<file path="src/rtl/bcd_clock_core_if.sv">
// -----------------------------------------------------------------------------
// bcd_clock_core_if
// Control and display bundle of the BCD time-of-day core.
//   run               timekeeping enable
//   sel[1:0]          field to set: 00 sec, 01 min, 10 hours, 11 none
//   btn_inc, btn_dec  raw, asynchronous button levels (active-high)
//   sec_lo .. hr_hi   registered BCD display digits
//   tick_1hz          one-cycle pulse on every timekeeping advance
//   day_wrap          one-cycle pulse on 23:59:59 -> 00:00:00
//   pm                PM indicator (12-hour build only, else 0)
// master: drives the controls and reads the digits (button/test side).
// slave:  the clock core itself.
// -----------------------------------------------------------------------------
interface bcd_clock_core_if;
   logic       run;
   logic [1:0] sel;
   logic       btn_inc;
   logic       btn_dec;
   logic [3:0] sec_lo;
   logic [3:0] sec_hi;
   logic [3:0] min_lo;
   logic [3:0] min_hi;
   logic [3:0] hr_lo;
   logic [3:0] hr_hi;
   logic       tick_1hz;
   logic       day_wrap;
   logic       pm;

   modport master (
      output run, sel, btn_inc, btn_dec,
      input  sec_lo, sec_hi, min_lo, min_hi, hr_lo, hr_hi, tick_1hz, day_wrap, pm
   );

   modport slave (
      input  run, sel, btn_inc, btn_dec,
      output sec_lo, sec_hi, min_lo, min_hi, hr_lo, hr_hi, tick_1hz, day_wrap, pm
   );
endinterface

</file>
<file path="src/rtl/bcd_clock_core.sv">
// -----------------------------------------------------------------------------
// bcd_clock_core
// Time-of-day counter: divides clk to a 1 s tick, keeps hh:mm:ss as BCD digits
// and lets the user step one field up/down with press-and-hold auto-repeat.
// Ports:
//   clk  system clock, rising edge
//   rst  asynchronous, active-low reset
//   bus  bcd_clock_core_if.slave (run, sel, buttons in; digits, pulses out)
// Parameters:
//   TICK_DIV       clk cycles per 1 s tick (>= 2)
//   SET_REPEAT     cycles from first step to first auto-repeat step (>= 2)
//   REPEAT_PERIOD  cycles between auto-repeat steps (>= 2)
// Optional build macro TIME_CNT_12H_EN: hour digits shown in 12-hour format
// with pm indicator; otherwise 00..23 and pm is 0.
// -----------------------------------------------------------------------------
module bcd_clock_core #(
   parameter int TICK_DIV      = 50_000_000,
   parameter int SET_REPEAT    = 25_000_000,
   parameter int REPEAT_PERIOD = 5_000_000
) (
   input  logic             clk,
   input  logic             rst,
   bcd_clock_core_if.slave  bus
);

   typedef enum logic [1:0] {IDLE, FIRST, HOLD, REPEAT} state_t;

   localparam int PRE_W   = $clog2(TICK_DIV);
   localparam logic [PRE_W-1:0] PRE_LAST = PRE_W'(TICK_DIV - 1);
   localparam int CNT_MAX = (SET_REPEAT > REPEAT_PERIOD) ? SET_REPEAT : REPEAT_PERIOD;
   localparam int CNT_W   = $clog2(CNT_MAX + 1);

   // BCD 00..59 field stepped by one, wrapping without carry-out.
   function automatic logic [7:0] bcd60_step(input logic [7:0] v, input logic up);
      logic [3:0] hi;
      logic [3:0] lo;
      hi = v[7:4];
      lo = v[3:0];
      if (up) begin
         if (lo == 4'd9) begin
            lo = 4'd0;
            hi = (hi == 4'd5) ? 4'd0 : hi + 4'd1;
         end else begin
            lo = lo + 4'd1;
         end
      end else begin
         if (lo == 4'd0) begin
            lo = 4'd9;
            hi = (hi == 4'd0) ? 4'd5 : hi - 4'd1;
         end else begin
            lo = lo - 4'd1;
         end
      end
      return {hi, lo};
   endfunction

   function automatic logic [4:0] hr_step(input logic [4:0] h, input logic up);
      if (up) return (h == 5'd23) ? 5'd0 : h + 5'd1;
      else    return (h == 5'd0) ? 5'd23 : h - 5'd1;
   endfunction

   // Internal binary hour -> {pm, hi digit, lo digit} as displayed.
   function automatic logic [8:0] hr_disp(input logic [4:0] h);
      logic [4:0] d;
      logic [4:0] lo;
      logic [3:0] hi;
      logic       pm_v;
`ifdef TIME_CNT_12H_EN
      pm_v = (h >= 5'd12);
      if (h == 5'd0)       d = 5'd12;
      else if (h > 5'd12)  d = h - 5'd12;
      else                 d = h;
`else
      pm_v = 1'b0;
      d    = h;
`endif
      if (d >= 5'd20) begin
         hi = 4'd2;
         lo = d - 5'd20;
      end else if (d >= 5'd10) begin
         hi = 4'd1;
         lo = d - 5'd10;
      end else begin
         hi = 4'd0;
         lo = d;
      end
      return {pm_v, hi, lo[3:0]};
   endfunction

   // ---------------- button synchronisers and edge detect ----------------
   logic       inc_m_reg, inc_s_reg, inc_prev_reg;
   logic       dec_m_reg, dec_s_reg, dec_prev_reg;
   logic [1:0] fill_reg;
   logic       lock_reg;

   // lock_reg blocks the first press after reset until both synchronised
   // levels have been seen low, so a button held through reset never steps.
   // fill_reg waits out the synchroniser pipeline so the "low" is genuine.
   always_ff @(posedge clk or negedge rst) begin
      if (!rst) begin
         inc_m_reg    <= 1'b0;
         inc_s_reg    <= 1'b0;
         inc_prev_reg <= 1'b0;
         dec_m_reg    <= 1'b0;
         dec_s_reg    <= 1'b0;
         dec_prev_reg <= 1'b0;
         fill_reg     <= 2'b00;
         lock_reg     <= 1'b1;
      end else begin
         inc_m_reg    <= bus.btn_inc;
         inc_s_reg    <= inc_m_reg;
         inc_prev_reg <= inc_s_reg;
         dec_m_reg    <= bus.btn_dec;
         dec_s_reg    <= dec_m_reg;
         dec_prev_reg <= dec_s_reg;
         fill_reg     <= {fill_reg[0], 1'b1};
         if (fill_reg[1] && !inc_s_reg && !dec_s_reg)
            lock_reg <= 1'b0;
      end
   end

   // ---------------- button FSM ----------------
   state_t           state_reg;
   logic [CNT_W-1:0] cnt_reg;   // edges since the last step, counting from 1
   logic             dir_reg;   // 1 = increment held

   logic inc_rise, dec_rise, both, active, leave, start, hold_done, rep_done;
   logic step, step_up;

   assign inc_rise  = inc_s_reg & ~inc_prev_reg;
   assign dec_rise  = dec_s_reg & ~dec_prev_reg;
   assign both      = inc_s_reg & dec_s_reg;
   assign active    = dir_reg ? inc_s_reg : dec_s_reg;
   assign leave     = !active || both;
   assign start     = (state_reg == IDLE) && !lock_reg && !both && (inc_rise || dec_rise);
   assign hold_done = (state_reg == HOLD) && !leave && (cnt_reg == CNT_W'(SET_REPEAT));
   assign rep_done  = (state_reg == REPEAT) && !leave && (cnt_reg == CNT_W'(REPEAT_PERIOD));
   assign step      = start || hold_done || rep_done;
   assign step_up   = start ? inc_rise : dir_reg;

   always_ff @(posedge clk or negedge rst) begin
      if (!rst) begin
         state_reg <= IDLE;
         cnt_reg   <= '0;
         dir_reg   <= 1'b0;
      end else begin
         case (state_reg)
            IDLE: begin
               if (start) begin
                  state_reg <= FIRST;
                  dir_reg   <= inc_rise;
                  cnt_reg   <= CNT_W'(1);
               end
            end
            FIRST: begin
               if (leave) state_reg <= IDLE;
               else begin
                  state_reg <= HOLD;
                  cnt_reg   <= cnt_reg + CNT_W'(1);
               end
            end
            HOLD: begin
               if (leave) state_reg <= IDLE;
               else if (hold_done) begin
                  state_reg <= REPEAT;
                  cnt_reg   <= CNT_W'(1);
               end else cnt_reg <= cnt_reg + CNT_W'(1);
            end
            default: begin
               if (leave) state_reg <= IDLE;
               else if (rep_done) cnt_reg <= CNT_W'(1);
               else cnt_reg <= cnt_reg + CNT_W'(1);
            end
         endcase
      end
   end

   // ---------------- prescaler ----------------
   // A held button keeps the prescaler at 0, so a tick and a set step can
   // never land on the same edge.
   logic [PRE_W-1:0] pre_reg;
   logic             tick_now;

   assign tick_now = bus.run && !inc_s_reg && !dec_s_reg && (pre_reg == PRE_LAST);

   always_ff @(posedge clk or negedge rst) begin
      if (!rst)
         pre_reg <= '0;
      else if (!bus.run || inc_s_reg || dec_s_reg || pre_reg == PRE_LAST)
         pre_reg <= '0;
      else
         pre_reg <= pre_reg + PRE_W'(1);
   end

   // ---------------- time registers ----------------
   logic [7:0] sec_reg, min_reg, sec_next, min_next;
   logic [4:0] hr_reg, hr_next;
   logic [7:0] hr_disp_reg;
   logic       pm_reg, tick_reg, wrap_reg, wrap_now;

   always_comb begin
      sec_next = sec_reg;
      min_next = min_reg;
      hr_next  = hr_reg;
      wrap_now = 1'b0;
      if (tick_now) begin
         sec_next = bcd60_step(sec_reg, 1'b1);
         if (sec_reg == 8'h59) begin
            min_next = bcd60_step(min_reg, 1'b1);
            if (min_reg == 8'h59) begin
               hr_next  = hr_step(hr_reg, 1'b1);
               wrap_now = (hr_reg == 5'd23);
            end
         end
      end else if (step) begin
         case (bus.sel)
            2'b00:   sec_next = bcd60_step(sec_reg, step_up);
            2'b01:   min_next = bcd60_step(min_reg, step_up);
            2'b10:   hr_next  = hr_step(hr_reg, step_up);
            default: ;
         endcase
      end
   end

   // Hour display is converted from hr_next so it updates on the same edge
   // as the other digits.
   always_ff @(posedge clk or negedge rst) begin
      if (!rst) begin
         sec_reg               <= 8'h00;
         min_reg               <= 8'h00;
         hr_reg                <= 5'd0;
         {pm_reg, hr_disp_reg} <= hr_disp(5'd0);
         tick_reg              <= 1'b0;
         wrap_reg              <= 1'b0;
      end else begin
         sec_reg               <= sec_next;
         min_reg               <= min_next;
         hr_reg                <= hr_next;
         {pm_reg, hr_disp_reg} <= hr_disp(hr_next);
         tick_reg              <= tick_now;
         wrap_reg              <= wrap_now;
      end
   end

   assign bus.sec_lo   = sec_reg[3:0];
   assign bus.sec_hi   = sec_reg[7:4];
   assign bus.min_lo   = min_reg[3:0];
   assign bus.min_hi   = min_reg[7:4];
   assign bus.hr_lo    = hr_disp_reg[3:0];
   assign bus.hr_hi    = hr_disp_reg[7:4];
   assign bus.pm       = pm_reg;
   assign bus.tick_1hz = tick_reg;
   assign bus.day_wrap = wrap_reg;

endmodule

</file>
<file path="src/flat_wrapper.sv">
// flat-port wrapper written by rule: the top's interface ports become plain ports
module bcd_clock_core_flat 
#(
   parameter int TICK_DIV      = 50_000_000,
   parameter int SET_REPEAT    = 25_000_000,
   parameter int REPEAT_PERIOD = 5_000_000
)
  (clk, rst, bus_run, bus_sel, bus_btn_inc, bus_btn_dec, bus_sec_lo, bus_sec_hi, bus_min_lo, bus_min_hi, bus_hr_lo, bus_hr_hi, bus_tick_1hz, bus_day_wrap, bus_pm);
  bcd_clock_core_if bus_i ();
  input  logic clk;
  input  logic rst;
  input wire logic [$bits(bus_i.run)-1:0] bus_run;
  input wire logic [$bits(bus_i.sel)-1:0] bus_sel;
  input wire logic [$bits(bus_i.btn_inc)-1:0] bus_btn_inc;
  input wire logic [$bits(bus_i.btn_dec)-1:0] bus_btn_dec;
  output wire logic [$bits(bus_i.sec_lo)-1:0] bus_sec_lo;
  output wire logic [$bits(bus_i.sec_hi)-1:0] bus_sec_hi;
  output wire logic [$bits(bus_i.min_lo)-1:0] bus_min_lo;
  output wire logic [$bits(bus_i.min_hi)-1:0] bus_min_hi;
  output wire logic [$bits(bus_i.hr_lo)-1:0] bus_hr_lo;
  output wire logic [$bits(bus_i.hr_hi)-1:0] bus_hr_hi;
  output wire logic [$bits(bus_i.tick_1hz)-1:0] bus_tick_1hz;
  output wire logic [$bits(bus_i.day_wrap)-1:0] bus_day_wrap;
  output wire logic [$bits(bus_i.pm)-1:0] bus_pm;
  assign bus_i.run = bus_run;
  assign bus_i.sel = bus_sel;
  assign bus_i.btn_inc = bus_btn_inc;
  assign bus_i.btn_dec = bus_btn_dec;
  assign bus_sec_lo = bus_i.sec_lo;
  assign bus_sec_hi = bus_i.sec_hi;
  assign bus_min_lo = bus_i.min_lo;
  assign bus_min_hi = bus_i.min_hi;
  assign bus_hr_lo = bus_i.hr_lo;
  assign bus_hr_hi = bus_i.hr_hi;
  assign bus_tick_1hz = bus_i.tick_1hz;
  assign bus_day_wrap = bus_i.day_wrap;
  assign bus_pm = bus_i.pm;
  bcd_clock_core #(.TICK_DIV(TICK_DIV), .SET_REPEAT(SET_REPEAT), .REPEAT_PERIOD(REPEAT_PERIOD)) u_core (.clk(clk), .rst(rst), .bus(bus_i));
endmodule
</file>
<file path="config.mk">
export PLATFORM = sky130hd
export DESIGN_NAME = bcd_clock_core_flat
export DESIGN_NICKNAME = d
export VERILOG_FILES = /design/src/rtl/bcd_clock_core_if.sv /design/src/rtl/bcd_clock_core.sv /design/src/flat_wrapper.sv
export SDC_FILE = /design/constraint.sdc
export NUM_CORES = 1
export LEC_CHECK = 0
export CAP_MARGIN = 5
export CORE_MARGIN = 3
export CORE_UTILIZATION = 60
export CTS_BUF_LIST = sky130_fd_sc_hd__clkbuf_4 sky130_fd_sc_hd__clkbuf_8
export CTS_CLUSTER_DIAMETER = 50
export CTS_CLUSTER_SIZE = 14
export DETAILED_ROUTE_END_ITERATION = 8
export DONT_BUFFER_PORTS = 1
export PLACE_DENSITY = 0.76
export SYNTH_ARGS = -nofsm -noshare
export SYNTH_HDL_FRONTEND = slang
export SYNTH_SLANG_ARGS = --single-unit
</file>
<file path="constraint.sdc">
create_clock -name clk -period 5.7 [get_ports clk]
set_clock_uncertainty 0.15 [all_clocks]
set_input_delay 0.57 -clock clk [delete_from_list [all_inputs] [get_ports clk]]
set_output_delay 0.57 -clock clk [all_outputs]
set_load 0.05 [all_outputs]
</file>
==> results of run 1 <==
==> cells in the final DEF (no fill, tap or decap), types with 12 or more instances in the layout <==
| cell | count |
|---|---|
| xor2_1 | 21 |
| ha_1 | 12 |
| nor3_1 | 19 |
| nand2b_1 | 12 |
| nor2_1 | 79 |
| nor2b_1 | 15 |
| nand3_1 | 35 |
| nand2_1 | 49 |
| o21ai_0 | 38 |
| a21oi_1 | 23 |
| nand4_1 | 13 |
| dfrtp_1 | 90 |
| o31ai_1 | 12 |
| inv_1 | 21 |
| xnor2_1 | 13 |
==> worst max-delay path, stage by stage (launching register included) <==
cell	delay (ns)
dfrtp_1	0.92
and4bb_1	0.30
nor4b_1	0.42
nand4_1	0.32
a21boi_0	0.25
a21bo_2	0.27
a211o_1	0.38
inv_1	0.10
ha_1	0.14
nand2_1	0.05
or2_2	0.31
a31oi_2	0.24
o32ai_1	0.12
==> Yosys cell counts (3+ instances only) <==
cell and instances:
nor4_1 7, dfrtp_1 90, clkbuf_1 21, mux2i_1 4, or3_1 9, o211ai_1 5, and3_1 10, xnor2_1 13
inv_1 21, o21ai_0 38, a21oi_1 23, or4_1 3, xor2_1 21, o31ai_1 12, a21o_1 5, o21ai_1 10
nor2_1 79, and2_1 8, a211oi_1 5, a31oi_1 5, or2_2 4, mux2_2 3, nor3_1 19, nor4b_1 3
o41ai_1 3, nand4_1 13, ha_1 12, nand3_1 35, nand2b_1 12, buf_4 5, a21boi_0 3, nand3b_1 5
and4_1 3, nor3b_1 3, nor2b_1 15, nand2_1 49
==> per-layer routing <==
layer,vias up,track usage,share of wire
li1,2172,-,-
met1,2129,0.312,0.45
met2,124,0.373,0.48
met3,21,0.0399,0.045
met4,0,0.0982,0.020
met5,-,0,0
==> what timing repair did <==
item | CTS | global route
endpoints found under the hold margin | 91 | 0
hold buffers | 2 | 0
endpoints found under the setup margin | 0 | 0
==> path summary, 6_finish.rpt <==
check / startpoint / endpoint / slack [ns] / depth (start not counted)
hold reg to reg: u_core.fill_reg[0]$_DFF_PN0_ / u_core.fill_reg[1]$_DFF_PN0_ / 0.23 / 0
setup / recovery: u_core.min_reg[0]$_DFFE_PN0P_ / u_core.hr_disp_reg[1]$_DFF_PN0_ / 1.59 / 12
hold / removal: bus_btn_inc / u_core.inc_m_reg$_DFF_PN0_ / 0.08 / 0
setup reg to reg: u_core.min_reg[0]$_DFFE_PN0P_ / u_core.hr_disp_reg[1]$_DFF_PN0_ / 1.59 / 12
min in group asynchronous: rst / u_core.pre_reg[21]$_DFF_PN0_ / 0.62 / 2
max in group asynchronous: rst / u_core.lock_reg$_DFFE_PN1P_ / 4.36 / 2
==> logic make-up (layout without fill, tap and decap cells) <==
| logic type | count (synthesis) | count (layout) | synth area share |
|---|---|---|---|
| other cells | 2 | 4 | 0.00137 |
| fa+ha+maj | 12 | 12 | 0.0274 |
| xor+xnor | 34 | 34 | 0.0543 |
| buf+inv | 51 | 41 | 0.0406 |
| mux | 7 | 7 | 0.0135 |
| compound gates | 133 | 133 | 0.167 |
| flops | 91 | 91 | 0.416 |
| simple gates | 293 | 293 | 0.280 |
==> area by class of cell <==
class	instances	area share
multi-input cells	483	0.519
flip-flops and latches	91	0.396
clock buffers	11	0.0252
well taps	108	0.0235
inverters	22	0.0148
clock inverters	4	0.0130
repair buffers	4	0.00913
==> power by group through the flow <==
stage / sequential (mW) / combinational (mW) / clock [mW]
after floorplan: 1.05 / 0.751 / 0
after global placement: 1.14 / 0.782 / 0
after detailed placement: 1.14 / 0.808 / 0
after CTS: 1.13 / 0.829 / 0.494
after global routing: 1.16 / 0.941 / 0.526
final: 1.13 / 0.832 / 0.483
==> results.yml, run 1 <==
synthesis:
  synth.cell_area_sq_mm: 0.00548
  synth_warnings: 0
  syn_avg_cell_area_sq_um: 8.80
  async_reset_ff_frac: 1.00
  synth_edf_count: 0
  synth-seq-cells: 91
  synth.distinct_cells: 73
  synth_area_leaders: "dfrtp_1 41%, nor2_1 5.4%, o21ai_0 3.5%"
  synth_top_area_cell: "dfrtp_1"
  syn_inst: 623
  ys_seq_area_frac: 0.416
  synth_top_area_share: 0.411
  yosys_most_used_dff: "dfrtp_1"
floorplan:
  io_pins: 34
  die_w_um: 102
  rows: 34
  coreArea_sq_mm: 0.00881
  die_h_um: 102
  dieArea_sq_mm: 0.0103
  start_util: 0.622
drt:
  drt_wl_total_um: 11300
  drc: 0
  drt_iter0_markers: 195
  dr.pass1.iters: 5
  ant_nets: 0
  routedWlPerCell_um: 15.6
  num_vias: 4446
  vias_per_cell: 6.15
placed_design:
  dp_slack_ns: 1.67
  io_buffers: 0
  post-place-cells: 706
  gp_congestion: 0.914
  place_hpwl_um: 7700
  place_area_sq_mm: 0.00550
pwr:
  p_comb_frac: 0.340
  swShare: 0.459
  p_sw_mw: 1.12
  p_int_mw: 1.32
  pwr-share-seq: 0.463
  pwr-share-clk: 0.197
  peakVddDrop_mv: 0.310
  powerDensity_mw_per_mm2: 425
  p_total_mw: 2.45
  p_leak_nw: 2.38
clock_tree:
  cts.sinks: 91
  clock_latency_ns: 0.37
  cts_resized: 0
  cts_setup_buffers: 0
  root_buffer: "clkbuf_8"
  clk_pin_slew_ns: 0.09
  cts_max_level: 3
  cts_buffers: 9
  clk_path_buf_depth: 2
  cts_tree: "yes"
finish:
  n_antenna_cell: 0
  nFillCells: 698
  drive_gt1_frac: 0.0650
  area_delta_synth_final_pct: 5.07
  multi_input_area_sq_mm: 0.00299
  fin_cells: 723
  final_core_util: 0.654
  final_area_sq_mm: 0.00576
  seq_area_sq_mm: 0.00228
  nNetsFinal: 630
  largest_register_ffs: 26
timing:
  tightest_slew_ns: 0.942
  finalSetupViolCount: 0
  hold_violations: 0
  setup-tns-final_ns: 0
  slew_headroom: 0.368
  period_share: 0.721
  rsz0062_at_grt: "no"
  whs_ns: 0.0790
  clock.fmax_mhz: 243
  maxSlewViolCount: 0
  period_needed_ns: 4.11
  layout_setup_ws_ns: 1.59
status:
  status: "complete, no violations"
global_routing:
  grt_max_degree: 92
  antenna_found_initial: 0
  grt_pass1_wl_um: 19400
  grt_pass1_vias: 4195
  grt.overflow.total: 0
  grt_usage: 0.232
critical_path:
  cp-start-kind: "flop"
  end_kind: "flop"
  crit_arrival_ns: 4.21
  critical_path_peak_fanout: 15
  crit_type: "flop to flop"
  worstPathRequired_ns: 5.79
hold_path:
  hold_path.class: "input port to flop"
job:
  maxCapViolCount: 0
Power figures use the tool's default switching activity.
==> inputs of run 2 (changes only) <==
==> constraint.sdc (replaced) <==
create_clock -name clk -period 3.8 [get_ports clk]
set_clock_uncertainty 0.15 [all_clocks]
set_input_delay 0.38 -clock clk [delete_from_list [all_inputs] [get_ports clk]]
set_output_delay 0.38 -clock clk [all_outputs]
set_load 0.05 [all_outputs]
==> results.yml, run 2 (same netlist as run 1, synthesis figures left out) <==
status:
  status: "complete, no violations"
clock_tree:
  clk_path_buf_depth: 2
  clock_latency_ns: 0.36
  cts_max_level: 3
  cts_buffers: 9
  cts_tree: "yes"
  cts.sinks: 91
  clk_pin_slew_ns: 0.10
  root_buffer: "clkbuf_8"
critical_path:
  crit_arrival_ns: 3.61
  cp-start-kind: "flop"
  worstPathRequired_ns: 3.90
  rrSetupSlack_ns: 0.29
  critical_path_peak_fanout: 8
  end_kind: "flop"
  crit_type: "flop to flop"
drt:
  dr.pass1.iters: 4
  drt_wl_total_um: 11700
  routedWlPerCell_um: 15.6
  num_vias: 4569
  drc: 0
  ant_nets: 0
  drt_iter0_markers: 268
  vias_per_cell: 6.08
pwr:
  p_leak_nw: 2.52
  powerDensity_mw_per_mm2: 649
  peakVddDrop_mv: 0.451
placed_design:
  gp_congestion: 0.933
  dp_slack_ns: 0.170
  io_buffers: 0
  place_hpwl_um: 8250
finish:
  final_core_util: 0.680
  area_delta_synth_final_pct: 9.25
  largest_register_ffs: 26
  final_common_cell: "dfrtp_1"
  drive_gt1_frac: 0.106
  nNetsFinal: 657
  n_antenna_cell: 0
  mostFrequentLayoutCells: "90 x dfrtp_1, 79 x nor2_1, 49 x nand2_1, 38 x o21ai_0, 35 x nand3_1"
hold_path:
  hold_path.class: "input port to flop"
global_routing:
  antenna_found_initial: 1
  grt_use_met3: 0.0523
  grt_usage: 0.244
  grt_pass1_wl_um: 20400
  grt_pass1_vias: 4409
  use_met1: 0.328
  top_usage_layer: "met2"
  grt.overflow.total: 0
  grt_use_met2: 0.405
  grt_max_degree: 92
timing:
  clock.fmax_mhz: 285
  rsz0062_at_grt: "no"
  tightest_slew_ns: 1.03
  setup-tns-final_ns: 0
  period_needed_ns: 3.51
  period_share: 0.925
  layout_setup_ws_ns: 0.286
  maxSlewViolCount: 0
  finalSetupViolCount: 0
  slew_headroom: 0.308
  hold_violations: 0
floorplan:
  die_w_um: 102
  start_util: 0.622
  die_h_um: 102
  coreArea_sq_mm: 0.00881
  dieArea_sq_mm: 0.0103
  rows: 34
  io_pins: 34
job:
  maxCapViolCount: 0
[run 2: changes by cell type in the layout (fill, tap and decap cells not counted)]
cell,before,now
buf_4,2,27
dlygate4sd3_1,1,3
clkinv_4,0,1
clkinvlp_4,2,1
inv_6,0,1
o21ai_1,10,9
o21ai_2,0,1
o41ai_1,3,2
o41ai_2,0,1
[run 2: timing repair]
action                                 4_1_cts  5_1_grt
setup endpoints to repair                    0        5
resized for setup                            0        2
hold buffers                                 4        0
endpoints found under the hold margin       93        0
setup buffers                                0        1
[run 2: final timing paths]
path,endpoint,cells past startpoint,startpoint
min reg2reg,u_core.fill_reg[1]$_DFF_PN0_,0,u_core.fill_reg[0]$_DFF_PN0_
min in group asynchronous,u_core.pre_reg[15]$_DFF_PN0_,2,rst
max,u_core.hr_disp_reg[1]$_DFF_PN0_,12,u_core.cnt_reg[16]$_DFFE_PN0P_
min,u_core.pre_reg[6]$_DFF_PN0_,2,bus_run
max reg2reg,u_core.hr_disp_reg[1]$_DFF_PN0_,12,u_core.cnt_reg[16]$_DFFE_PN0P_
max in group asynchronous,u_core.lock_reg$_DFFE_PN1P_,2,rst
[run 2: critical path, stage by stage, from the launching register on]
cell and delay [ns]:
dfrtp_1 0.47, or4_4 0.55, a2111oi_4 0.36, o21ba_4 0.21, o41ai_4 0.34, nor2_1 0.07, a211o_1 0.33, inv_1 0.07
ha_1 0.13, nand2_1 0.04, or2_2 0.31, a31oi_2 0.25, o32ai_1 0.12
[run 2: report_power, final]
group / internal, mW / leakage, nW / total [mW] / switching (mW)
registers: 1.11 / 1.19 / 1.30 / 0.191
logic: 0.618 / 1.22 / 1.83 / 1.21
clock network: 0.400 / 0.114 / 0.749 / 0.350
total: 2.13 / 2.52 / 3.89 / 1.75
[run 2: cell type report]
type                    count  area (sq um)
clock buffers              11           145
multi-input cells         483          3000
flip-flops and latches     91          2280
inverters                  22          85.1
repair buffers             31           260
clock inverters             5          85.1
well taps                 108           135
fillers                   703          2820
[run 2: per-stage QoR]
stage	instance area, sq um	std cells	hold slack, ns	total power, mW
2_1_floorplan	5490	625	-0.0656	2.70
3_3_place_gp	5680	730	-0.0617	3.04
3_5_place_dp	5680	730	-0.0618	3.10
4_1_cts	5970	750	0.191	3.89
5_1_grt	5990	751	0.204	4.16
6_report	5990	751	0.202	3.89
[run 2: per-layer routing]
metal / part of all wire / vias up
li1: - / 2240
met1: 0.46 / 2225
met2: 0.49 / 88
met3: 0.041 / 14
met4: 0.0069 / 2
met5: 0.0011 / -
==> inputs of run 3 (changes only) <==
--- a/config.mk
+++ b/config.mk
@@ -6,14 +6,14 @@
 export NUM_CORES = 1
 export LEC_CHECK = 0
 export CAP_MARGIN = 5
-export CORE_MARGIN = 3
-export CORE_UTILIZATION = 60
+export CORE_MARGIN = 4
+export CORE_UTILIZATION = 55
 export CTS_BUF_LIST = sky130_fd_sc_hd__clkbuf_4 sky130_fd_sc_hd__clkbuf_8
 export CTS_CLUSTER_DIAMETER = 50
 export CTS_CLUSTER_SIZE = 14
 export DETAILED_ROUTE_END_ITERATION = 8
 export DONT_BUFFER_PORTS = 1
-export PLACE_DENSITY = 0.76
+export PLACE_DENSITY = 0.7
 export SYNTH_ARGS = -nofsm -noshare
 export SYNTH_HDL_FRONTEND = slang
 export SYNTH_SLANG_ARGS = --single-unit
==> results.yml, run 3 (same netlist as run 1, synthesis figures left out) <==
pwr:
  powerDensity_mw_per_mm2: 643
  peakVddDrop_mv: 0.405
  p_leak_nw: 2.53
drt:
  vias_per_cell: 5.80
  drt_iter0_markers: 479
  drt_wl_total_um: 11600
  ant_nets: 0
  dr.pass1.iters: 8
  num_vias: 4501
  routedWlPerCell_um: 15.0
  drc: 0
critical_path:
  slowest_delay_ns: 0.58
  cp_num_buf_inv: 1
  worstPathRequired_ns: 3.92
  cp_common_cell: "nor2_1"
  crit_path_top_delay_cell: "or3b_2"
  end_kind: "flop"
  ff2ff_path_depth: 11
  cp_top_family: "simple AND/OR/NAND/NOR gates"
  critical_path_peak_fanout: 10
  path_cells: "or3b_2, nor4_1, nand4_1, a21boi_0, a21bo_2, a211o_1, buf_4, ha_1, nor2_1, nor2_1, o32ai_1"
  crit_arrival_ns: 3.73
  crit_cells: 11
  crit_type: "flop to flop"
  cp-start-kind: "flop"
clock_tree:
  clk_path_buf_depth: 2
  clock_latency_ns: 0.37
  clk_pin_slew_ns: 0.09
  cts_max_level: 3
  root_buffer: "clkbuf_8"
  cts_buffers: 9
  cts_tree: "yes"
  cts.sinks: 91
timing:
  layout_setup_ws_ns: 0.189
  finalSetupViolCount: 0
  period_share: 0.950
  rsz0062_at_grt: "no"
  setup-tns-final_ns: 0
  maxSlewViolCount: 0
  period_needed_ns: 3.61
  tightest_slew_ns: 0.954
  slew_headroom: 0.364
  hold_violations: 0
  clock.fmax_mhz: 277
finish:
  largest_register_ffs: 26
  final_common_cell: "dfrtp_1"
  mostFrequentLayoutCells: "90 x dfrtp_1, 79 x nor2_1, 49 x nand2_1, 38 x o21ai_0, 35 x nand3_1"
  nNetsFinal: 657
  area_delta_synth_final_pct: 9.73
  final_area_sq_mm: 0.00601
  final_core_util: 0.618
  n_antenna_cell: 0
  drive_gt1_frac: 0.106
global_routing:
  grt_usage: 0.209
  grt_use_met2: 0.334
  top_usage_layer: "met2"
  grt_pass1_wl_um: 19700
  grt_use_met3: 0.0294
  grt_max_degree: 92
  use_met1: 0.289
  grt_pass1_vias: 4230
  antenna_found_initial: 1
  grt.overflow.total: 0
floorplan:
  coreArea_sq_mm: 0.00973
  die_h_um: 108
  die_w_um: 108
  io_pins: 34
  start_util: 0.563
  dieArea_sq_mm: 0.0116
  rows: 36
placed_design:
  io_buffers: 0
  gp_congestion: 0.884
  dp_slack_ns: 0.104
  place_area_sq_mm: 0.00570
  place_hpwl_um: 8130
job:
  maxCapViolCount: 0
hold_path:
  hold_depth: 2
  hold_path.class: "input port to flop"
status:
  status: "complete, no violations"
==> run 3: final timing paths <==
| path | startpoint | to | slack [ns] |
|---|---|---|---|
| setup / recovery | u_core.dec_s_reg$_DFF_PN0_ | u_core.hr_disp_reg[1]$_DFF_PN0_ | 0.19 |
| hold / removal | bus_sel[0] | u_core.min_reg[0]$_DFFE_PN0P_ | 0.20 |
| setup reg to reg | u_core.dec_s_reg$_DFF_PN0_ | u_core.hr_disp_reg[1]$_DFF_PN0_ | 0.19 |
| hold reg to reg | u_core.fill_reg[0]$_DFF_PN0_ | u_core.fill_reg[1]$_DFF_PN0_ | 0.21 |
| max in group asynchronous | rst | u_core.lock_reg$_DFFE_PN1P_ | 2.65 |
| min in group asynchronous | rst | u_core.sec_reg[5]$_DFFE_PN0P_ | 0.49 |
==> run 3: worst register-to-register path, delay by kind of cell (launching register included) <==
| kind | cells | cell delay (ns) |
|---|---|---|
| AND/OR/NAND/NOR | 5 | 1.48 |
| flip-flops | 1 | 0.48 |
| adder cells (fa/ha/maj) | 1 | 0.21 |
| AO/OA/AOI/OAI | 4 | 1.01 |
| buffers and inverters | 1 | 0.18 |
==> run 3: power by group <==
part	internal (mW)	switching (mW)
Combinational	0.609	1.21
Sequential	1.11	0.193
Clock	0.410	0.334
Total	2.13	1.74
==> run 3: final cells by class <==
| cell class | instances | area [sq um] |
|---|---|---|
| multi-input cells | 483 | 3000 |
| flip-flops and latches | 91 | 2280 |
| inverters | 22 | 85.1 |
| repair buffers | 31 | 260 |
| clock inverters | 3 | 65.1 |
| clock buffers | 13 | 160 |
| fillers | 833 | 3720 |
| well taps | 133 | 166 |
==> run 3: what timing repair did <==
item | CTS | global route
endpoints found under the setup margin | 0 | 4
gates resized for setup | 0 | 2
hold buffers | 4 | 0
buffers inserted | 0 | 2
endpoints found under the hold margin | 93 | 0
==> run 3: stage by stage <==
step / power [mW] / hold WS [ns] / std cells
CTS: 3.87 / 0.188 / 774
finish: 3.87 / 0.200 / 776
detailed placement: 3.09 / -0.0608 / 754
global placement: 3.04 / -0.0619 / 754
floorplan: 2.70 / -0.0656 / 625
global route: 4.12 / 0.196 / 776
==> run 3: routing by layer <==
| layer | routed length (um) | vias to the layer above |
|---|---|---|
| met5 | 13 | - |
| met3 | 495 | 15 |
| met4 | 156 | 2 |
| li1 | - | 2235 |
| met2 | 5530 | 99 |
| met1 | 5440 | 2150 |
